===== config.mk =====
export PLATFORM = sky130hd
export DESIGN_NAME = acesso_memoria
export DESIGN_NICKNAME = d
export VERILOG_FILES = /design/src/rtl/acesso_memoria_pkg.sv /design/src/rtl/acesso_memoria_contador_timeout.sv /design/src/rtl/acesso_memoria.sv
export SDC_FILE = /design/constraint.sdc
export NUM_CORES = 1
export LEC_CHECK = 0
export ABC_CLOCK_PERIOD_IN_PS = 1500
export BUFFER_PORTS_ARGS = -buffer_cell sky130_fd_sc_hd__buf_2
export CAP_MARGIN = 10
export CORE_AREA = 3 3 151 153
export DETAILED_ROUTE_END_ITERATION = 12
export DIE_AREA = 0 0 154 156
export PLACE_DENSITY = 0.67
export SYNTH_ARGS = -nofsm -noshare
export SYNTH_HDL_FRONTEND = slang
export SYNTH_SLANG_ARGS = --single-unit

===== constraint.sdc =====
create_clock -name clk -period 1.5 [get_ports clk]
set_input_delay 0.225 -clock clk [delete_from_list [all_inputs] [get_ports clk]]
set_output_delay 0.225 -clock clk [all_outputs]
set_load 0.005 [all_outputs]

===== src/rtl/acesso_memoria_pkg.sv =====
// Shared definitions for the memory-access stage: state encoding, widths, alignment helper.
package acesso_memoria_pkg;

  localparam int unsigned DATA_W_DEF  = 64;
  localparam int unsigned TIMEOUT_DEF = 16;
  localparam int unsigned ALIGN_BITS  = 3;
  // Wide enough for the largest legal TIMEOUT (255).
  localparam int unsigned CNT_W       = 8;

  typedef enum logic [1:0] {
    StIdle = 2'd0,
    StReq  = 2'd1,
    StFin  = 2'd2,
    StErr  = 2'd3
  } state_e;

  // A doubleword access is legal only when the low address bits are zero.
  function automatic logic is_aligned(input logic [ALIGN_BITS-1:0] lsb);
    return (lsb == '0);
  endfunction

endpackage


===== src/rtl/acesso_memoria_contador_timeout.sv =====
// Clear/enable counter with a terminal-count flag at TIMEOUT-1, used to bound mem_req.
module contador_timeout
  import acesso_memoria_pkg::*;
#(
  parameter int unsigned TIMEOUT = TIMEOUT_DEF
) (
  input  logic clk,
  input  logic rst_n,
  input  logic clr,
  input  logic en,
  output logic tc
);

  logic [CNT_W-1:0] cnt_q, cnt_d;

  assign tc = (cnt_q == CNT_W'(TIMEOUT - 1));

  // Next count: clear wins over enable; saturate at terminal count.
  always_comb begin
    cnt_d = cnt_q;
    if (clr) begin
      cnt_d = '0;
    end else if (en && !tc) begin
      cnt_d = cnt_q + 1'b1;
    end
  end

  // Count register with synchronous reset.
  always_ff @(posedge clk) begin
    if (!rst_n) begin
      cnt_q <= '0;
    end else begin
      cnt_q <= cnt_d;
    end
  end

endmodule


===== src/rtl/acesso_memoria.sv =====
// Memory-access stage: one req/ack transaction at a time toward data memory, with
// load writeback register, alignment check and request timeout.
module acesso_memoria
  import acesso_memoria_pkg::*;
#(
  parameter int unsigned DATA_W  = DATA_W_DEF,
  parameter int unsigned TIMEOUT = TIMEOUT_DEF
) (
  input  logic              clk,
  input  logic              rst_n,
  input  logic              start,
  input  logic              is_store,
  input  logic [DATA_W-1:0] addr,
  input  logic [DATA_W-1:0] wdata,
  output logic              busy,
  output logic              done,
  output logic [DATA_W-1:0] rdata,
  output logic              misaligned,
  output logic              timeout,
  output logic              mem_req,
  output logic              mem_we,
  output logic [DATA_W-1:0] mem_addr,
  output logic [DATA_W-1:0] mem_wdata,
  input  logic              mem_ack,
  input  logic [DATA_W-1:0] mem_rdata
);

  state_e            state_q, state_d;
  logic              mem_req_q, mem_req_d;
  logic              mem_we_q, mem_we_d;
  logic              tout_q, tout_d;
  logic [DATA_W-1:0] addr_q, addr_d;
  logic [DATA_W-1:0] wdata_q, wdata_d;
  logic [DATA_W-1:0] rdata_q, rdata_d;

  logic cnt_clr, cnt_en, cnt_tc;

  contador_timeout #(
    .TIMEOUT(TIMEOUT)
  ) u_contador_timeout (
    .clk  (clk),
    .rst_n(rst_n),
    .clr  (cnt_clr),
    .en   (cnt_en),
    .tc   (cnt_tc)
  );

  // Next-state, capture and counter control; ack takes priority over timeout.
  always_comb begin
    state_d   = state_q;
    mem_req_d = mem_req_q;
    mem_we_d  = mem_we_q;
    tout_d    = tout_q;
    addr_d    = addr_q;
    wdata_d   = wdata_q;
    rdata_d   = rdata_q;
    cnt_clr   = 1'b0;
    cnt_en    = 1'b0;

    unique case (state_q)
      StIdle: begin
        if (start) begin
          if (is_aligned(addr[ALIGN_BITS-1:0])) begin
            addr_d    = addr;
            wdata_d   = wdata;
            mem_we_d  = is_store;
            mem_req_d = 1'b1;
            tout_d    = 1'b0;
            cnt_clr   = 1'b1;
            state_d   = StReq;
          end else begin
            state_d = StErr;
          end
        end
      end
      StReq: begin
        if (mem_ack) begin
          mem_req_d = 1'b0;
          mem_we_d  = 1'b0;
          // mem_we_q still holds the captured direction here.
          if (!mem_we_q) begin
            rdata_d = mem_rdata;
          end
          state_d = StFin;
        end else if (cnt_tc) begin
          mem_req_d = 1'b0;
          mem_we_d  = 1'b0;
          tout_d    = 1'b1;
          state_d   = StFin;
        end else begin
          cnt_en = 1'b1;
        end
      end
      StFin: begin
        tout_d  = 1'b0;
        state_d = StIdle;
      end
      StErr: begin
        state_d = StIdle;
      end
    endcase
  end

  // State and capture registers, all cleared by synchronous reset.
  always_ff @(posedge clk) begin
    if (!rst_n) begin
      state_q   <= StIdle;
      mem_req_q <= 1'b0;
      mem_we_q  <= 1'b0;
      tout_q    <= 1'b0;
      addr_q    <= '0;
      wdata_q   <= '0;
      rdata_q   <= '0;
    end else begin
      state_q   <= state_d;
      mem_req_q <= mem_req_d;
      mem_we_q  <= mem_we_d;
      tout_q    <= tout_d;
      addr_q    <= addr_d;
      wdata_q   <= wdata_d;
      rdata_q   <= rdata_d;
    end
  end

  // Status outputs decoded from state; flags are zero outside the done cycle.
  always_comb begin
    busy       = (state_q != StIdle);
    done       = (state_q == StFin) || (state_q == StErr);
    misaligned = (state_q == StErr);
    timeout    = (state_q == StFin) && tout_q;
  end

  assign mem_req   = mem_req_q;
  assign mem_we    = mem_we_q;
  assign mem_addr  = addr_q;
  assign mem_wdata = wdata_q;
  assign rdata     = rdata_q;

endmodule


---- Word-level counts from Yosys, hierarchy flattened ----
Cells that the tools add are included.
operators by class
  bitwise operators ....................... 2
  multiply operators ...................... 0
  magnitude comparators ................... 0
  reductions and logical operators ........ 16
  div/mod/pow operators ................... 0
  equality and inequality tests ........... 9
  $add $sub $neg .......................... 1
  multiplexer cells ....................... 24
  shift-type cells ........................ 0
operators by type and width
  cell                 count
  $mux 1               16
  $add 8x1->8 const B  1
  $eq 8x4->1 const B   1
  $mux 2               4
  $ne 2x2->1 const B   3
  $pmux 2 s3           1
  $reduce_and 3->1     2
  $reduce_and 5->1     1
  $eq 2x2->1 const B   2
  $pmux 1 s2           2
  $reduce_and 4->1     1
  $reduce_bool 2->1    2
  $reduce_or 2->1      2
  $logic_not 3->1      1
  $ne 3x2->1 const B   1
  $pmux 1 s3           1
  $reduce_bool 3->1    1
  $eq 2x1->1 const B   1
  $logic_and 1x1->1    2
  $logic_not 2->1      1
  $ne 2x1->1 const B   1
  $not 1->1            2
  $reduce_and 2->1     1
  $logic_not 1->1      1
  $logic_or 1x1->1     1
storage, ports and cells
  bits of input ports ..................... 197
  word-level logic and storage cells ...... 60
  bits in latches ......................... 0
  memory bits (read-only) ................. 0
  memories kept ........................... 0
  output and inout port bits .............. 198
  flip-flop bits (word level) ............. 205
  bits in writable memories ............... 0

---- Logic depth before layout (Yosys ltp) ----
  depth after elaboration ................. 5
  depth in mapped cells ................... 8
  depth with buffers taken out ............ 5

---- Modules after synthesis ----
A second synthesis with hierarchy kept.
second synthesis, totals
  cells, all modules ...................... 909
  area, all modules ....................... 8066.5 um2
by module, submodules not included
  module            cells an instance  instances  sequential area each (um2)  area each (um2)
  acesso_memoria    861                1          3943.8                      7648.6
  contador_timeout  48                 1          160.2                       417.9

---- Worst setup path after synthesis ----
OpenSTA, ideal clock, no wires.
  path kind ............................... register to register
  start point ............................. register u_contador_timeout.cnt_q[0]
  end point ............................... register mem_we_q, in the netlist mem_we
  required time ........................... 1428 ps
  clock period less this slack ............ 1565 ps
  setup time .............................. 72 ps
  buffers on the path ..................... 1
  cell stages (with the launch flop) ...... 7
  slack ................................... -65 ps
  arrival time ............................ 1494 ps
  cells stage by stage .................... dfxtp_1 ha_1 and3_1 clkbuf_1 a21oi_2 a211oi_1 mux2i_1
on the way
  cells in the longest elaborated chain, start to end .. 3
ends and longest elaborated chain
  element                            RTL line                               text
  start, declared                    acesso_memoria_contador_timeout.sv:14  logic [CNT_W-1:0] cnt_q, cnt_d;
  start signal, assigned             acesso_memoria_contador_timeout.sv:33  cnt_q <= cnt_d;
  $eq 8x4->1                         acesso_memoria_contador_timeout.sv:16  assign tc = (cnt_q == CNT_W'(TIMEOUT - 1));
  $ne 3x2->1 (no source line)        -
  $reduce_and 4->1 (no source line)  -
  end signal, assigned               acesso_memoria.sv:117                  mem_we_q <= mem_we_d;
  end, declared                      acesso_memoria.sv:30                   logic mem_we_q, mem_we_d;
No other way between the ends.
A chain may end at the register's enable or synchronous reset.

---- Worst setup path in the final report ----
  start point ............................. register state_q[1]
  end point ............................... register addr_q[60], in the netlist mem_addr[60]
on the way
  cells in the longest elaborated chain, start to end .. 2
ends and longest elaborated chain
  element                            RTL line               text
  start, declared                    acesso_memoria.sv:28   state_e state_q, state_d;
  start signal, assigned             acesso_memoria.sv:107  state_q <= StIdle;
  start signal, assigned             acesso_memoria.sv:115  state_q <= state_d;
  $logic_not 2->1                    acesso_memoria.sv:60   unique case (state_q)
  $reduce_and 3->1 (no source line)  -
  end signal, assigned               acesso_memoria.sv:119  addr_q <= addr_d;
  end, declared                      acesso_memoria.sv:32   logic [DATA_W-1:0] addr_q, addr_d;
No other way between the ends.

==> flow_metrics.tcl <==
set metrics [dict create \
    grt_util_met3_pct 4.605 \
    failed_checks "setup timing" \
    grt_pass1_vias 8352 \
    finalWeightedCongestion 0.8538 \
    synth_cell_type_count 40 \
    worst-slew-pin-transition_ns 0.3697 \
    worst_path_max_delay_cell "dfxtp_2" \
    final_cell_mix "buf_2 (390), nand2_1 (381), dfxtp_1 (203)" \
    final_nets 1696 \
    cp.depth 7 \
    cts_buffer_depth 3 \
    drcViolationCount 0 \
    initial_core_util_pct 35.82 \
    syn_area_per_cell_um2 8.594 \
    multiInputGateArea_mm2 0.003352 \
    rsz0062_at_grt "true" \
    core_mm2 0.02169 \
    synth_seq_area_share_pct 52.83 \
    track_usage_pct 21.33 \
    synth_async_sr_flop_share_pct 0 \
    dp_hpwl_mm 17.05 \
    critPathMaxFanout 19 \
    power_mw 13.27 \
    htree_levels 1 \
    synth_edf_count 0 \
    critPathArrivalTime_ns 1.97 \
    critPathTopFamily "simple AND/OR/NAND/NOR gates" \
    finalCriticalPeriod_ns 1.568 \
    synth_area_mm2 0.007769 \
    fillers 1741 \
    grt-busiest-layer "met2" \
    critPathLaunchType "register" \
    required_ns 1.90 \
    grt_antenna_before_repair 0 \
    path_buf_inv 3 \
    grt_start_max_net_pins 65 \
    grt_pass1_wl_mm 42.49 \
    cp_slowest_stage_delay_ns 0.33 \
    clock_latency_ns 0.51 \
    crit_chain "buf_6 > nor2_4 > and2_4 > buf_12 > clkbuf_16 > nand2_1 > a21boi_0" \
    syn2layout_area_growth_pct 71.12 \
    cts_root_buf "clkbuf_16" \
    dr.pass1.iters 5 \
    num_rows 54 \
    portBuffers 394 \
    cts_tree "done" \
    setup_viol 35 \
    finClkSkew_ns 0.02557 \
    die_area_mm2 0.02402 \
    powerDensity_mw_per_mm2 998.2 \
    clk_pin_slew_worst_paths_ns 0.06 \
    cp-end-kind "register" \
    syn_nets 1102 \
    hp-class "input pin to register" \
    grt_use_met1_pct 23.97 \
    power_leakage_nw 5.925 \
    finalCritPeriodShare_pct 104.5 \
    ys_warn_count 0 \
    maxSlewHeadroom_pct 75.35 \
    synthesis.instances 904 \
    drt-total-wl_mm 29.14 \
    crit_type "register to register" \
    fmax_ghz 0.6379 \
    vias_per_cell 4.714 \
    fp.dieH_um 156 \
    ant_nets 0 \
    drt_iter0_drc 499 \
    finalHoldViolations 0 \
    yosys_most_used_dff "dfxtp_1" \
    fin_ws_ns -0.06775 \
    die_w_um 154 \
    whs_path_depth 3 \
    pin_count 395 \
    fin_util_pct 61.30 \
    peakVddDrop_mv 0.9395 \
    use_met2_pct 39.46 \
    n_antenna_cell 0 \
    wl_per_cell_um 16.24 \
    ff_latch_area_mm2 0.004106 \
    cts_inserted_buffers 24 \
    maxCapViolCount 0 \
    status "complete, but fails checks" \
    cts_sinks 205 \
    layout_commonest_cell "buf_2" \
    drive_gt1_share_pct 33.60 \
    rr_worst_depth 7 \
    slew_viol_final 0 \
    grt_overflow 0 \
    vias 8462 \
    synth-seq-cells 205 \
]
registers in the layout, indices dropped and copies added (netlist names):
signal                    count
mem_wdata                    64
state_q                       2
rdata                        64
u_contador_timeout.cnt_q      8
mem_req                       1
tout_q                        1
mem_we                        1
mem_addr                     64
kinds of logic after synthesis:
family | count (synthesis) | share of synthesized area, %
AND/OR/NAND/NOR | 420 | 21.77
AO/OA/AOI/OAI | 201 | 19.49
flip-flops | 205 | 52.83
adder cells (fa/ha/maj) | 1 | 0.1610
buffers and inverters | 69 | 4.816
XOR/XNOR | 6 | 0.6764
multiplexers | 2 | 0.2577
metal layers:
layer	wire length (µm)	up-vias
met5	0	-
met4	1064	0
met3	1976	80
met2	14890	346
met1	11210	3926
li1	-	4110
final cells by class:
type                       count  area share, %
inverter                       1        0.02824
tap                          280          2.635
multi-input combinational    630          25.21
sequential                   205          30.89
clock buffer                  35          5.365
timing repair buffer         636          34.96
clock inverter                 8         0.9129
synth_stat cells (4+ instances only):
master | instances | area [µm²]
a21boi_1 | 81 | 608.1
clkbuf_1 | 32 | 120.1
nor2_1 | 12 | 45.04
and3_1 | 4 | 25.02
dfxtp_1 | 205 | 4104
buf_1 | 5 | 18.77
a21boi_0 | 110 | 825.8
buf_8 | 4 | 60.06
buf_2 | 17 | 85.08
xnor2_1 | 5 | 43.79
nand2_1 | 383 | 1438
buf_4 | 7 | 52.55
worst register-to-register path: stages (launching register included):
cell and delay, ns:
dfxtp_2 0.33, buf_6 0.12, nor2_4 0.12, and2_4 0.26, buf_12 0.13, clkbuf_16 0.17
nand2_1 0.09, a21boi_0 0.24
worst paths after layout:
| kind | end | slack [ns] | start |
|---|---|---|---|
| setup / recovery | mem_addr[60] | -0.07 | state_q[1] |
| hold / removal | mem_addr[43] | 0.006 | addr[43] |
| setup reg to reg | mem_addr[60] | -0.07 | state_q[1] |
| hold reg to reg | rdata[50] | 0.45 | rdata[50] |
repair_timing:
| action | in CTS | in global routing |
|---|---|---|
| gates cloned | 1 | 10 |
| gates resized for setup | 19 | 15 |
| hold buffers | 186 | 1 |
| buffers inserted | 3 | 5 |
| endpoints found under the hold margin | 186 | 1 |
| endpoints found under the setup margin | 71 | 73 |
| pin swaps | 4 | 4 |
power breakdown:
part	internal, mW	total, mW	leakage (nW)	switching (mW)
Combinational	0.908	1.52	3.86	0.616
Clock	3.80	6.10	0.408	2.30
Sequential	5.58	5.64	1.66	0.0663
metrics by stage:
stage	TNS, ns	hold WS (ns)	worst slack [ns]	std cells	instance area, µm²
after floorplan	0	0.3598	0.03281	904	7770
after global placement	-0.03969	0.4379	-0.01256	1549	10140
after CTS	-0.1860	0.001077	-0.06681	1781	12940
final	-0.5583	0.006311	-0.06775	1795	13290
after detailed placement	-1.483	0.4413	-0.04594	1549	10140
after global routing	-3.567	0.003419	-0.1091	1795	13290
Power figures use the tool's default switching activity.
